<file path="config.mk">
export PLATFORM = sky130hd
export DESIGN_NAME = tlcd_bus_monitor
export DESIGN_NICKNAME = d
export VERILOG_FILES = /design/src/rtl/tlcd_pkg.sv /design/src/rtl/tlcd_bus_sampler.sv /design/src/rtl/tlcd_bus_monitor.sv
export SDC_FILE = /design/constraint.sdc
export NUM_CORES = 1
export LEC_CHECK = 0
export ABC_AREA = 0
export BUFFER_PORTS_ARGS = -buffer_cell sky130_fd_sc_hd__buf_2
export CAP_MARGIN = 20
export CORE_MARGIN = 4
export CORE_UTILIZATION = 50
export CTS_CLUSTER_SIZE = 16
export DETAILED_ROUTE_END_ITERATION = 10
export HOLD_SLACK_MARGIN = 0.06
export PLACE_DENSITY = 0.79
export SLEW_MARGIN = 20
export SYNTH_ARGS = -nofsm -noshare
export SYNTH_HDL_FRONTEND = slang
export SYNTH_SLANG_ARGS = --single-unit
</file>
<file path="constraint.sdc">
create_clock -name clk -period 3.3 [get_ports clk]
set_input_delay 0.165 -clock clk [delete_from_list [all_inputs] [get_ports clk]]
set_output_delay 0.165 -clock clk [all_outputs]
set_load 0.01 [all_outputs]
</file>
<file path="src/rtl/tlcd_pkg.sv">
// Shared constants and helpers for the HD44780-style text LCD bus monitor.
// Optional 4-bit bus support is enabled with TLCD_MON_4BIT_EN.
package tlcd_pkg;

   // Instruction opcodes double as masks: the highest set bit selects the command
   localparam logic [7:0] OP_SET_DDRAM = 8'h80;
   localparam logic [7:0] OP_SET_CGRAM = 8'h40;
   localparam logic [7:0] OP_FUNC_SET  = 8'h20;
   localparam logic [7:0] OP_SHIFT     = 8'h10;
   localparam logic [7:0] OP_DISP_CTRL = 8'h08;
   localparam logic [7:0] OP_ENTRY     = 8'h04;
   localparam logic [7:0] OP_HOME      = 8'h02;
   localparam logic [7:0] OP_CLEAR     = 8'h01;

   localparam int BIT_DL = 4;
   localparam int BIT_N  = 3;
   localparam int BIT_SC = 3;
   localparam int BIT_RL = 2;
   localparam int BIT_D  = 2;
   localparam int BIT_ID = 1;
   localparam int BIT_S  = 0;

   localparam logic [6:0] LINE1_BASE = 7'h00;
   localparam logic [6:0] LINE2_BASE = 7'h40;
   localparam logic [6:0] LINE1_LAST = 7'h27;
   localparam logic [6:0] LINE2_LAST = 7'h67;

   localparam logic [7:0] SPACE_CHAR = 8'h20;

   typedef enum logic [3:0] {
      CMD_NOP,
      CMD_CLEAR,
      CMD_HOME,
      CMD_ENTRY,
      CMD_DISP_CTRL,
      CMD_SHIFT,
      CMD_FUNC_SET,
      CMD_SET_CGRAM,
      CMD_SET_DDRAM
   } cmd_e;

   function automatic cmd_e decode_cmd(input logic [7:0] b);
      if      (|(b & OP_SET_DDRAM)) return CMD_SET_DDRAM;
      else if (|(b & OP_SET_CGRAM)) return CMD_SET_CGRAM;
      else if (|(b & OP_FUNC_SET))  return CMD_FUNC_SET;
      else if (|(b & OP_SHIFT))     return CMD_SHIFT;
      else if (|(b & OP_DISP_CTRL)) return CMD_DISP_CTRL;
      else if (|(b & OP_ENTRY))     return CMD_ENTRY;
      else if (|(b & OP_HOME))      return CMD_HOME;
      else if (|(b & OP_CLEAR))     return CMD_CLEAR;
      else                          return CMD_NOP;
   endfunction

   // Gap addresses are accepted but step by plain +1/-1 until a legal value
   function automatic logic [6:0] next_ddram_addr(input logic [6:0] addr, input logic inc);
      if (inc) begin
         if (addr == LINE1_LAST)      return LINE2_BASE;
         else if (addr == LINE2_LAST) return LINE1_BASE;
         else                         return addr + 7'd1;
      end else begin
         if (addr == LINE1_BASE)      return LINE2_LAST;
         else if (addr == LINE2_BASE) return LINE1_LAST;
         else                         return addr - 7'd1;
      end
   endfunction

   function automatic logic is_gap_addr(input logic [6:0] addr);
      return ((addr > LINE1_LAST) && (addr < LINE2_BASE)) || (addr > LINE2_LAST);
   endfunction

endpackage

</file>
<file path="src/rtl/tlcd_bus_sampler.sv">
// Registers the LCD bus pins and turns each falling edge of E into one write
// transfer; with TLCD_MON_4BIT_EN it also pairs nibbles into bytes.
module tlcd_bus_sampler
   import tlcd_pkg::*;
(
   input  logic       clk,
   input  logic       rst,
   input  logic [7:0] TLCD_D,
   input  logic       TLCD_E,
   input  logic       TLCD_RS,
   input  logic       TLCD_RW,
`ifdef TLCD_MON_4BIT_EN
   input  logic       mode4_i,
   output logic       xfer_err,
`endif
   output logic       xfer_valid,
   output logic       xfer_rs,
   output logic [7:0] xfer_byte
);

   logic       e_q;
   logic [7:0] d_q;
   logic       rs_q;
   logic       rw_q;
   logic       fall;

   always_ff @(posedge clk) begin
      if (rst) begin
         e_q  <= 1'b0;
         d_q  <= 8'h00;
         rs_q <= 1'b0;
         rw_q <= 1'b0;
      end else begin
         e_q  <= TLCD_E;
         d_q  <= TLCD_D;
         rs_q <= TLCD_RS;
         rw_q <= TLCD_RW;
      end
   end

   // Reads are dropped here so they cannot disturb nibble pairing either
   assign fall = e_q && !TLCD_E && !rw_q;

`ifdef TLCD_MON_4BIT_EN
   logic       phase_q, phase_d;
   logic [3:0] hi_q, hi_d;
   logic       hi_rs_q, hi_rs_d;

   always_ff @(posedge clk) begin
      if (rst) begin
         phase_q <= 1'b0;
         hi_q    <= 4'h0;
         hi_rs_q <= 1'b0;
      end else begin
         phase_q <= phase_d;
         hi_q    <= hi_d;
         hi_rs_q <= hi_rs_d;
      end
   end

   always_comb begin
      phase_d    = phase_q;
      hi_d       = hi_q;
      hi_rs_d    = hi_rs_q;
      xfer_valid = 1'b0;
      xfer_err   = 1'b0;
      xfer_rs    = rs_q;
      xfer_byte  = d_q;
      if (fall) begin
         if (!mode4_i) begin
            xfer_valid = 1'b1;
         end else if (!phase_q) begin
            phase_d = 1'b1;
            hi_d    = d_q[7:4];
            hi_rs_d = rs_q;
         end else begin
            phase_d   = 1'b0;
            xfer_byte = {hi_q, d_q[7:4]};
            if (hi_rs_q == rs_q) xfer_valid = 1'b1;
            else                 xfer_err   = 1'b1;
         end
      end
   end
`else
   always_comb begin
      xfer_valid = fall;
      xfer_rs    = rs_q;
      xfer_byte  = d_q;
   end
`endif

endmodule

</file>
<file path="src/rtl/tlcd_bus_monitor.sv">
// Passive HD44780 bus decoder rebuilding both display lines from observed writes.
// Define TLCD_MON_4BIT_EN to follow the controller into 4-bit bus mode.
module tlcd_bus_monitor #(
   parameter int         LINE_CHARS = 16,
   parameter logic [7:0] SPACE_CHAR = tlcd_pkg::SPACE_CHAR
) (
   input  logic                    clk,
   input  logic                    rst,
   input  logic [7:0]              TLCD_D,
   input  logic                    TLCD_E,
   input  logic                    TLCD_RS,
   input  logic                    TLCD_RW,
   output logic [8*LINE_CHARS-1:0] line1,
   output logic [8*LINE_CHARS-1:0] line2,
   output logic [6:0]              cursor_addr,
   output logic                    display_on,
   output logic                    cmd_strobe,
   output logic                    data_strobe,
   output logic                    proto_err
);
   import tlcd_pkg::*;

   localparam int         IDX_W = $clog2(LINE_CHARS);
   localparam logic [6:0] LC7   = 7'(LINE_CHARS);

   logic             xfer_valid;
   logic             xfer_rs;
   logic [7:0]       xfer_byte;

   logic [6:0]       addr_q, addr_d;
   logic             inc_q, inc_d;
   logic             disp_q, disp_d;
   logic             cgram_q, cgram_d;
   logic             err_q, err_d;
   logic             cmd_stb_q, cmd_stb_d;
   logic             data_stb_q, data_stb_d;

   logic             clear_lines;
   logic             wr_line1;
   logic             wr_line2;
   logic [IDX_W-1:0] wr_idx;
   logic [6:0]       off1;
   logic [6:0]       off2;

`ifdef TLCD_MON_4BIT_EN
   logic             xfer_err;
   logic             mode4_q, mode4_d;
`endif

   tlcd_bus_sampler u_sampler (
      .clk        (clk),
      .rst        (rst),
      .TLCD_D     (TLCD_D),
      .TLCD_E     (TLCD_E),
      .TLCD_RS    (TLCD_RS),
      .TLCD_RW    (TLCD_RW),
`ifdef TLCD_MON_4BIT_EN
      .mode4_i    (mode4_q),
      .xfer_err   (xfer_err),
`endif
      .xfer_valid (xfer_valid),
      .xfer_rs    (xfer_rs),
      .xfer_byte  (xfer_byte)
   );

   assign off1 = addr_q - LINE1_BASE;
   assign off2 = addr_q - LINE2_BASE;

   always_comb begin
      addr_d      = addr_q;
      inc_d       = inc_q;
      disp_d      = disp_q;
      cgram_d     = cgram_q;
      err_d       = err_q;
      cmd_stb_d   = 1'b0;
      data_stb_d  = 1'b0;
      clear_lines = 1'b0;
      wr_line1    = 1'b0;
      wr_line2    = 1'b0;
      wr_idx      = '0;
`ifdef TLCD_MON_4BIT_EN
      mode4_d     = mode4_q;
      if (xfer_err) err_d = 1'b1;
`endif
      if (xfer_valid) begin
         if (xfer_rs) begin
            data_stb_d = 1'b1;
            // CGRAM writes target glyph memory, which is not modelled
            if (!cgram_q) begin
               if (off1 < LC7) begin
                  wr_line1 = 1'b1;
                  wr_idx   = off1[IDX_W-1:0];
               end else if (off2 < LC7) begin
                  wr_line2 = 1'b1;
                  wr_idx   = off2[IDX_W-1:0];
               end
               addr_d = next_ddram_addr(addr_q, inc_q);
            end
         end else begin
            cmd_stb_d = 1'b1;
            case (decode_cmd(xfer_byte))
               CMD_SET_DDRAM: begin
                  addr_d  = xfer_byte[6:0];
                  cgram_d = 1'b0;
                  if (is_gap_addr(xfer_byte[6:0])) err_d = 1'b1;
               end
               CMD_SET_CGRAM: cgram_d = 1'b1;
               CMD_FUNC_SET: begin
                  if (!xfer_byte[BIT_N]) err_d = 1'b1;
`ifdef TLCD_MON_4BIT_EN
                  mode4_d = !xfer_byte[BIT_DL];
`else
                  if (!xfer_byte[BIT_DL]) err_d = 1'b1;
`endif
               end
               CMD_SHIFT: begin
                  if (xfer_byte[BIT_SC]) err_d  = 1'b1;
                  else                   addr_d = next_ddram_addr(addr_q, xfer_byte[BIT_RL]);
               end
               CMD_DISP_CTRL: disp_d = xfer_byte[BIT_D];
               CMD_ENTRY: begin
                  inc_d = xfer_byte[BIT_ID];
                  if (xfer_byte[BIT_S]) err_d = 1'b1;
               end
               CMD_HOME: begin
                  addr_d  = 7'h00;
                  cgram_d = 1'b0;
               end
               CMD_CLEAR: begin
                  clear_lines = 1'b1;
                  addr_d      = 7'h00;
                  inc_d       = 1'b1;
                  cgram_d     = 1'b0;
               end
               default: ;
            endcase
         end
      end
   end

   always_ff @(posedge clk) begin
      if (rst) begin
         addr_q     <= 7'h00;
         inc_q      <= 1'b1;
         disp_q     <= 1'b0;
         cgram_q    <= 1'b0;
         err_q      <= 1'b0;
         cmd_stb_q  <= 1'b0;
         data_stb_q <= 1'b0;
`ifdef TLCD_MON_4BIT_EN
         mode4_q    <= 1'b0;
`endif
      end else begin
         addr_q     <= addr_d;
         inc_q      <= inc_d;
         disp_q     <= disp_d;
         cgram_q    <= cgram_d;
         err_q      <= err_d;
         cmd_stb_q  <= cmd_stb_d;
         data_stb_q <= data_stb_d;
`ifdef TLCD_MON_4BIT_EN
         mode4_q    <= mode4_d;
`endif
      end
   end

   // One register pair per character; char 0 sits in the top byte of each line
   for (genvar gi = 0; gi < LINE_CHARS; gi++) begin : g_char
      logic [7:0] c1_q;
      logic [7:0] c2_q;

      always_ff @(posedge clk) begin
         if (rst || clear_lines) begin
            c1_q <= SPACE_CHAR;
            c2_q <= SPACE_CHAR;
         end else begin
            if (wr_line1 && (wr_idx == IDX_W'(gi))) c1_q <= xfer_byte;
            if (wr_line2 && (wr_idx == IDX_W'(gi))) c2_q <= xfer_byte;
         end
      end

      assign line1[8*(LINE_CHARS-gi)-1 -: 8] = c1_q;
      assign line2[8*(LINE_CHARS-gi)-1 -: 8] = c2_q;
   end

   assign cursor_addr = addr_q;
   assign display_on  = disp_q;
   assign cmd_strobe  = cmd_stb_q;
   assign data_strobe = data_stb_q;
   assign proto_err   = err_q;

endmodule

</file>
# == Word level (Yosys, flattened, before mapping) ==
# Index checks and enable logic that the tools add are counted.
# word_totals
out_inout_bits,267
ff_bits,280
input_bits,13
wordCells,185
# classes
n_eq_ne,32
bitwise,2
n_mux,47
n_reduce_logical,53
order_cmp,5
n_addsub,3
# ops
operator,count
$mux W7,9
$eq A4 B4 Y1 const B,9
$logic_and A1 B1 Y1,35
$eq A4 B3 Y1 const B,8
$mux W4,8
$pmux W7 S3,1
$mux W1,20
$eq A4 B2 Y1 const B,4
$eq A7 B7 Y1 const B,2
$lt A7 B5 Y1 const B,2
$mux W3,4
$reduce_and A3 Y1,3
$eq A4 B1 Y1 const B,2
$reduce_bool A4 Y1,2
$add A7 B1 Y7 const B,1
$eq A7 B6 Y1 const B,1
$gt A7 B6 Y1 const B,1
$gt A7 B7 Y1 const B,1
$logic_not A7 Y1,1
$lt A7 B7 Y1 const B,1
$reduce_and A7 Y1,1
$sub A7 B1 Y7 const B,1
$sub A7 B7 Y7 const B,1
$ne A3 B3 Y1 const B,2
13 further kinds,22

# == Logic depth before layout (Yosys ltp) ==
# depth
depth_word,15
ltp_mapped,8
ltp_nobuf,7

# == Cells and area by module ==
# Synthesis repeated with hierarchy kept, for this count alone.
# hier_totals
hier_cells,1178
hier_area_um2,11268.3
# by_module_without_submodules
mod,cells_per_inst,area_per_inst_um2,instances,seq_area_each_um2
tlcd_bus_monitor,1154,10923.0,1,5385.2
tlcd_bus_sampler,24,345.3,1,220.2

# == Worst setup path after synthesis ==
# No wires, ideal clock.
# synth_timing
path_type,reg-to-reg
start,register u_sampler.e_q
end,register g_char[12].c2_q[5]
required_ns,3.171
setup_slack_ns,1.219
path_buffers,3
synth_period_minus_slack_ns,2.081
stages_incl_launch_ff,9
setup_ns,0.129
t_arrival_ns,1.952
path_cell_list,dfxtp_1 or3b_1 buf_6 or4b_4 buf_6 nand2b_4 buf_6 mux2i_1 nand2_1
# synth_between
elab_chain_cells,5
word_cells_on_any_way,8
classes_between,eq/ne: 1; mux: 3; reduce/logical: 4
# synth_lines
item,line,rtl
"start, declared",tlcd_bus_sampler.sv:21,logic e_q;
"start signal, assigned",tlcd_bus_sampler.sv:29,e_q <= 1'b0;
"start signal, assigned",tlcd_bus_sampler.sv:34,e_q <= TLCD_E;
$logic_and A1 B1 Y1 * (2 in series),tlcd_bus_sampler.sv:42,assign fall = e_q && !TLCD_E && !rw_q;
$mux W4,tlcd_bus_monitor.sv:85,if (xfer_valid) begin
$eq A4 B4 Y1,tlcd_bus_monitor.sv:178,if (wr_line2 && (wr_idx == IDX_W'(gi))) c2_q <= xfer_byte;
$logic_and A1 B1 Y1,tlcd_bus_monitor.sv:178,
"end signal, assigned",tlcd_bus_monitor.sv:178,
"end, declared",tlcd_bus_monitor.sv:170,logic [7:0] c2_q;
# Mark *: on every way between the ends. The rest lies on a longest branch, timed or not.
# A chain may end at the register's enable or synchronous reset.

# == Worst setup path after layout ==
# layout_timing
start,input TLCD_E
end,register g_char[1].c2_q[3]
# layout_between
elab_chain_cells,6
word_cells_on_any_way,9
classes_between,eq/ne: 1; mux: 3; reduce/logical: 5
# layout_lines
item,line,rtl
"start, declared",tlcd_bus_monitor.sv:10,"input logic TLCD_E,"
$logic_not A1 Y1 *,tlcd_bus_sampler.sv:42,
$logic_and A1 B1 Y1 * (2 in series),tlcd_bus_sampler.sv:42,
$mux W4,tlcd_bus_monitor.sv:85,
$eq A4 B1 Y1,tlcd_bus_monitor.sv:178,
$logic_and A1 B1 Y1,tlcd_bus_monitor.sv:178,
"end signal, assigned",tlcd_bus_monitor.sv:178,
"end, declared",tlcd_bus_monitor.sv:170,
# Marks and branches as above.

==> flow_summary.ini <==
[cells_and_area]
final_layout_size_suffix_gt1_frac = 0.2639
layoutNonFillerInstCount = 1825
nNetsFinal = 1543
diodes = 0
flow.area_growth_from_synthesis_pct = 27.24
finish.utilization = 0.6537
filler_cell_count = 1799

[drt]
via_count = 10100
drc_errors = 0
detail-route-antenna-nets = 0
initialDrtViolationCount = 599
wirelength_um = 34460
firstDrtPassIters = 5
route.detailed.wl_per_inst_um = 18.88
viasPerCell = 5.534

[cts]
clkTransAtPathRegs_ns = 0.06
post_cts_hold_buffer_count = 23
cts_buffers = 29
numClockSinks = 280
cts_max_path_buffers = 3
post_cts.resized_instances = 0
cts_post_setup_buffers_inserted = 0
clock_tree.root_cell = sky130_fd_sc_hd__clkbuf_16
tritoncts = done
worstSkewPairLatency_ns = 0.55
cts.htree.levels = 1

[timing]
max_freq_mhz = 380.0
timing_hold_violations_final = 0
clock_tree_skew_after_final_layout_ns = 0.01958
min_period_ns = 2.632
rsz0062_at_grt = no
finalSetupViolCount = 0
hold_ws_ns = 0.4520
timing.final.crit_share = 0.7975
total_negative_setup_slacks_ns = 0
max_slew_margin = 0.5103
transition_time_at_the_pin_with_the_least_slew_margin_ns = 0.7317
finalMaxSlewViolations = 0

[yosys]
netlist_instances = 1251
ys.warnings.count = 0
yosys.area.top_type_share = 0.5125
ys_seq_elements = 280
synth_area_leaders = sky130_fd_sc_hd__dfxtp_1, sky130_fd_sc_hd__mux2i_1, sky130_fd_sc_hd__nand3_1, sky130_fd_sc_hd__a21oi_1, sky130_fd_sc_hd__nand2_1
syn_avg_cell_area_um2 = 8.742
netlist_top_cells_count = sky130_fd_sc_hd__dfxtp_1, sky130_fd_sc_hd__nand2_1, sky130_fd_sc_hd__nor2_1, sky130_fd_sc_hd__nand3_1, sky130_fd_sc_hd__mux2i_1
synth_edf_count = 0
synth_most_common_cell = sky130_fd_sc_hd__dfxtp_1
yosys.area.top_type = sky130_fd_sc_hd__dfxtp_1
synth_flop_cell = sky130_fd_sc_hd__dfxtp_1
synthDistinctLibCells = 56
syn_area_um2 = 10940
share_of_async_settable_or_async_resettable_flops_after_synthesis = 0
synth_nets = 1267
synth_seq_area_share = 0.5125

[power_and_ir_drop]
intPower_mw = 5.459
power_frac_seq = 0.484
total_power_density_per_cell_area_nw_per_um2 = 507.9
power.switching_fraction = 0.2278
power.total_mw = 7.069
clkPwrFrac = 0.467
pwr-share-comb = 0.049
p_leak_nw = 6.010
p_sw_mw = 1.610
ir_worst_vdd_uv = 440.7

[placed_design]
post-place-cells = 1748
placement.io_buffers = 279
hpwlAfterDp_um = 22800
finalWeightedCongestion = 0.8911

[floorplanning]
design.die.area_um2 = 24300
effective_utilization_at_floorplan = 0.5138
ios = 280
die_height_um = 155.9
coreArea_um2 = 21290
rows = 53
fp.dieW_um = 155.9

[critical_path]
cp_max_fo = 40
required_time_of_the_critical_path_ns = 3.72
start_kind = primary input
criticalPathCategory = primary input to flop
worstRegToRegCells = 6
worst_setup_path_end_kind = flop
arrival_ns = 3.05

[worst_hold_path]
hold-path-cell-count = 2
hold_path_class = flop to flop

[outcome]
status = complete, no violations

[global_route]
wire_length_of_the_first_global_routing_pass_um = 54280
grt.total_usage = 0.2743
first_global_vias = 9854
number_of_antenna_violations_at_the_first_check_in_global_routing = 0
overflow_left_after_global_routing = 0
maximum_number_of_pins_on_one_net_before_global_route_repair = 41

[job]
maxCapViolations = 0
==> layout make-up <==
type | count | area (um^2) | area share
flip-flops and latches | 280 | 5615 | 0.4035
well taps | 275 | 344.1 | 0.02473
clock buffers | 43 | 858.3 | 0.06168
inverters | 11 | 41.29 | 0.002967
repair buffers | 352 | 2077 | 0.1493
clock inverters | 11 | 112.6 | 0.008092
multi-input cells | 853 | 4867 | 0.3498
==> metrics by stage <==
stage                     setup slack [ns]  instance area (um^2)
final                               0.6683                 13920
after global routing                0.5152                 13920
after CTS                           0.6882                 13920
after detailed placement            0.6874                 12710
after global placement              0.8290                 12710
after floorplan                      1.219                 10940
==> final timing paths <==
kind / startpoint / to / slack [ns]
hold / removal: g_char[5].c1_q[7] / g_char[5].c1_q[7] / 0.45
setup / recovery: TLCD_E / g_char[1].c2_q[3] / 0.67
hold reg to reg: g_char[5].c1_q[7] / g_char[5].c1_q[7] / 0.45
setup reg to reg: u_sampler.e_q / g_char[1].c2_q[3] / 0.67
==> cell usage in the layout (no fill, tap or decap), types with 5 or more instances in the layout <==
master	Yosys	layout
sky130_fd_sc_hd__a31oi_1	8	8
sky130_fd_sc_hd__nand2_1	161	161
sky130_fd_sc_hd__buf_2	22	279
sky130_fd_sc_hd__inv_1	10	10
sky130_fd_sc_hd__o21ai_0	49	49
sky130_fd_sc_hd__dfxtp_1	280	272
sky130_fd_sc_hd__a21oi_1	121	121
sky130_fd_sc_hd__clkbuf_16	0	29
sky130_fd_sc_hd__nor2_2	4	6
sky130_fd_sc_hd__dfxtp_2	0	8
sky130_fd_sc_hd__nor2b_1	21	21
sky130_fd_sc_hd__buf_4	0	44
sky130_fd_sc_hd__nand3_1	129	129
sky130_fd_sc_hd__clkinv_2	0	7
sky130_fd_sc_hd__clkbuf_1	79	6
sky130_fd_sc_hd__mux2i_1	124	124
sky130_fd_sc_hd__nor3_1	18	17
sky130_fd_sc_hd__buf_12	0	6
sky130_fd_sc_hd__nand4_1	5	5
sky130_fd_sc_hd__clkbuf_8	0	8
sky130_fd_sc_hd__nor2_1	142	140
sky130_fd_sc_hd__dlygate4sd3_1	0	23
==> routing by layer <==
layer,part of all wire,global-route usage,vias to the layer above,wire length (um)
met3,0.11,0.07850,67,3667
met1,0.40,0.3519,4715,13800
met4,0.028,0.08879,0,964
met2,0.46,0.4482,499,16020
li1,-,-,4819,-
met5,0,0,-,0
==> flip-flops by register name, indices dropped and copies added (netlist names) <==
| signal | count |
|---|---|
| proto_err | 1 |
| u_sampler.xfer_byte | 8 |
| data_strobe | 1 |
| g_char.c1_q | 128 |
| cursor_addr | 7 |
| u_sampler.xfer_rs | 1 |
| display_on | 1 |
| cmd_strobe | 1 |
| g_char.c2_q | 128 |
| inc_q | 1 |
| u_sampler.e_q | 1 |
| cgram_q | 1 |
| u_sampler.rw_q | 1 |
==> power groups by stage <==
stage / combinational (mW) / clock, mW / sequential, mW
3_3_place_gp: 0.317 / 0 / 3.50
2_1_floorplan: 0.210 / 0 / 3.48
3_5_place_dp: 0.319 / 0 / 3.50
5_1_grt: 0.373 / 3.50 / 3.42
6_report: 0.346 / 3.30 / 3.42
4_1_cts: 0.340 / 3.35 / 3.42
==> worst max-delay path, stage by stage <==
cell and delay, ns:
sky130_fd_sc_hd__dlygate4sd3_1 0.53, sky130_fd_sc_hd__buf_2 0.13, sky130_fd_sc_hd__or3b_1 0.61, sky130_fd_sc_hd__nor2_1 0.29, sky130_fd_sc_hd__nand4_1 0.26, sky130_fd_sc_hd__o21ai_4 0.66, sky130_fd_sc_hd__buf_12 0.28, sky130_fd_sc_hd__a21oi_1 0.08
==> cells by family (layout without fill, tap and decap cells) <==
family,after synthesis,in the layout,synth area share
DFF,280,280,0.5125
xor gates and xnor gates,4,4,0.003204
adders and majority gates,3,3,0.003432
and+or+nand+nor,514,514,0.2174
buffers and inverters,118,417,0.04507
AOI/OAI and AO/OA,208,208,0.1049
muxes,124,124,0.1135
No activity file was read; power rests on OpenSTA's default activity.
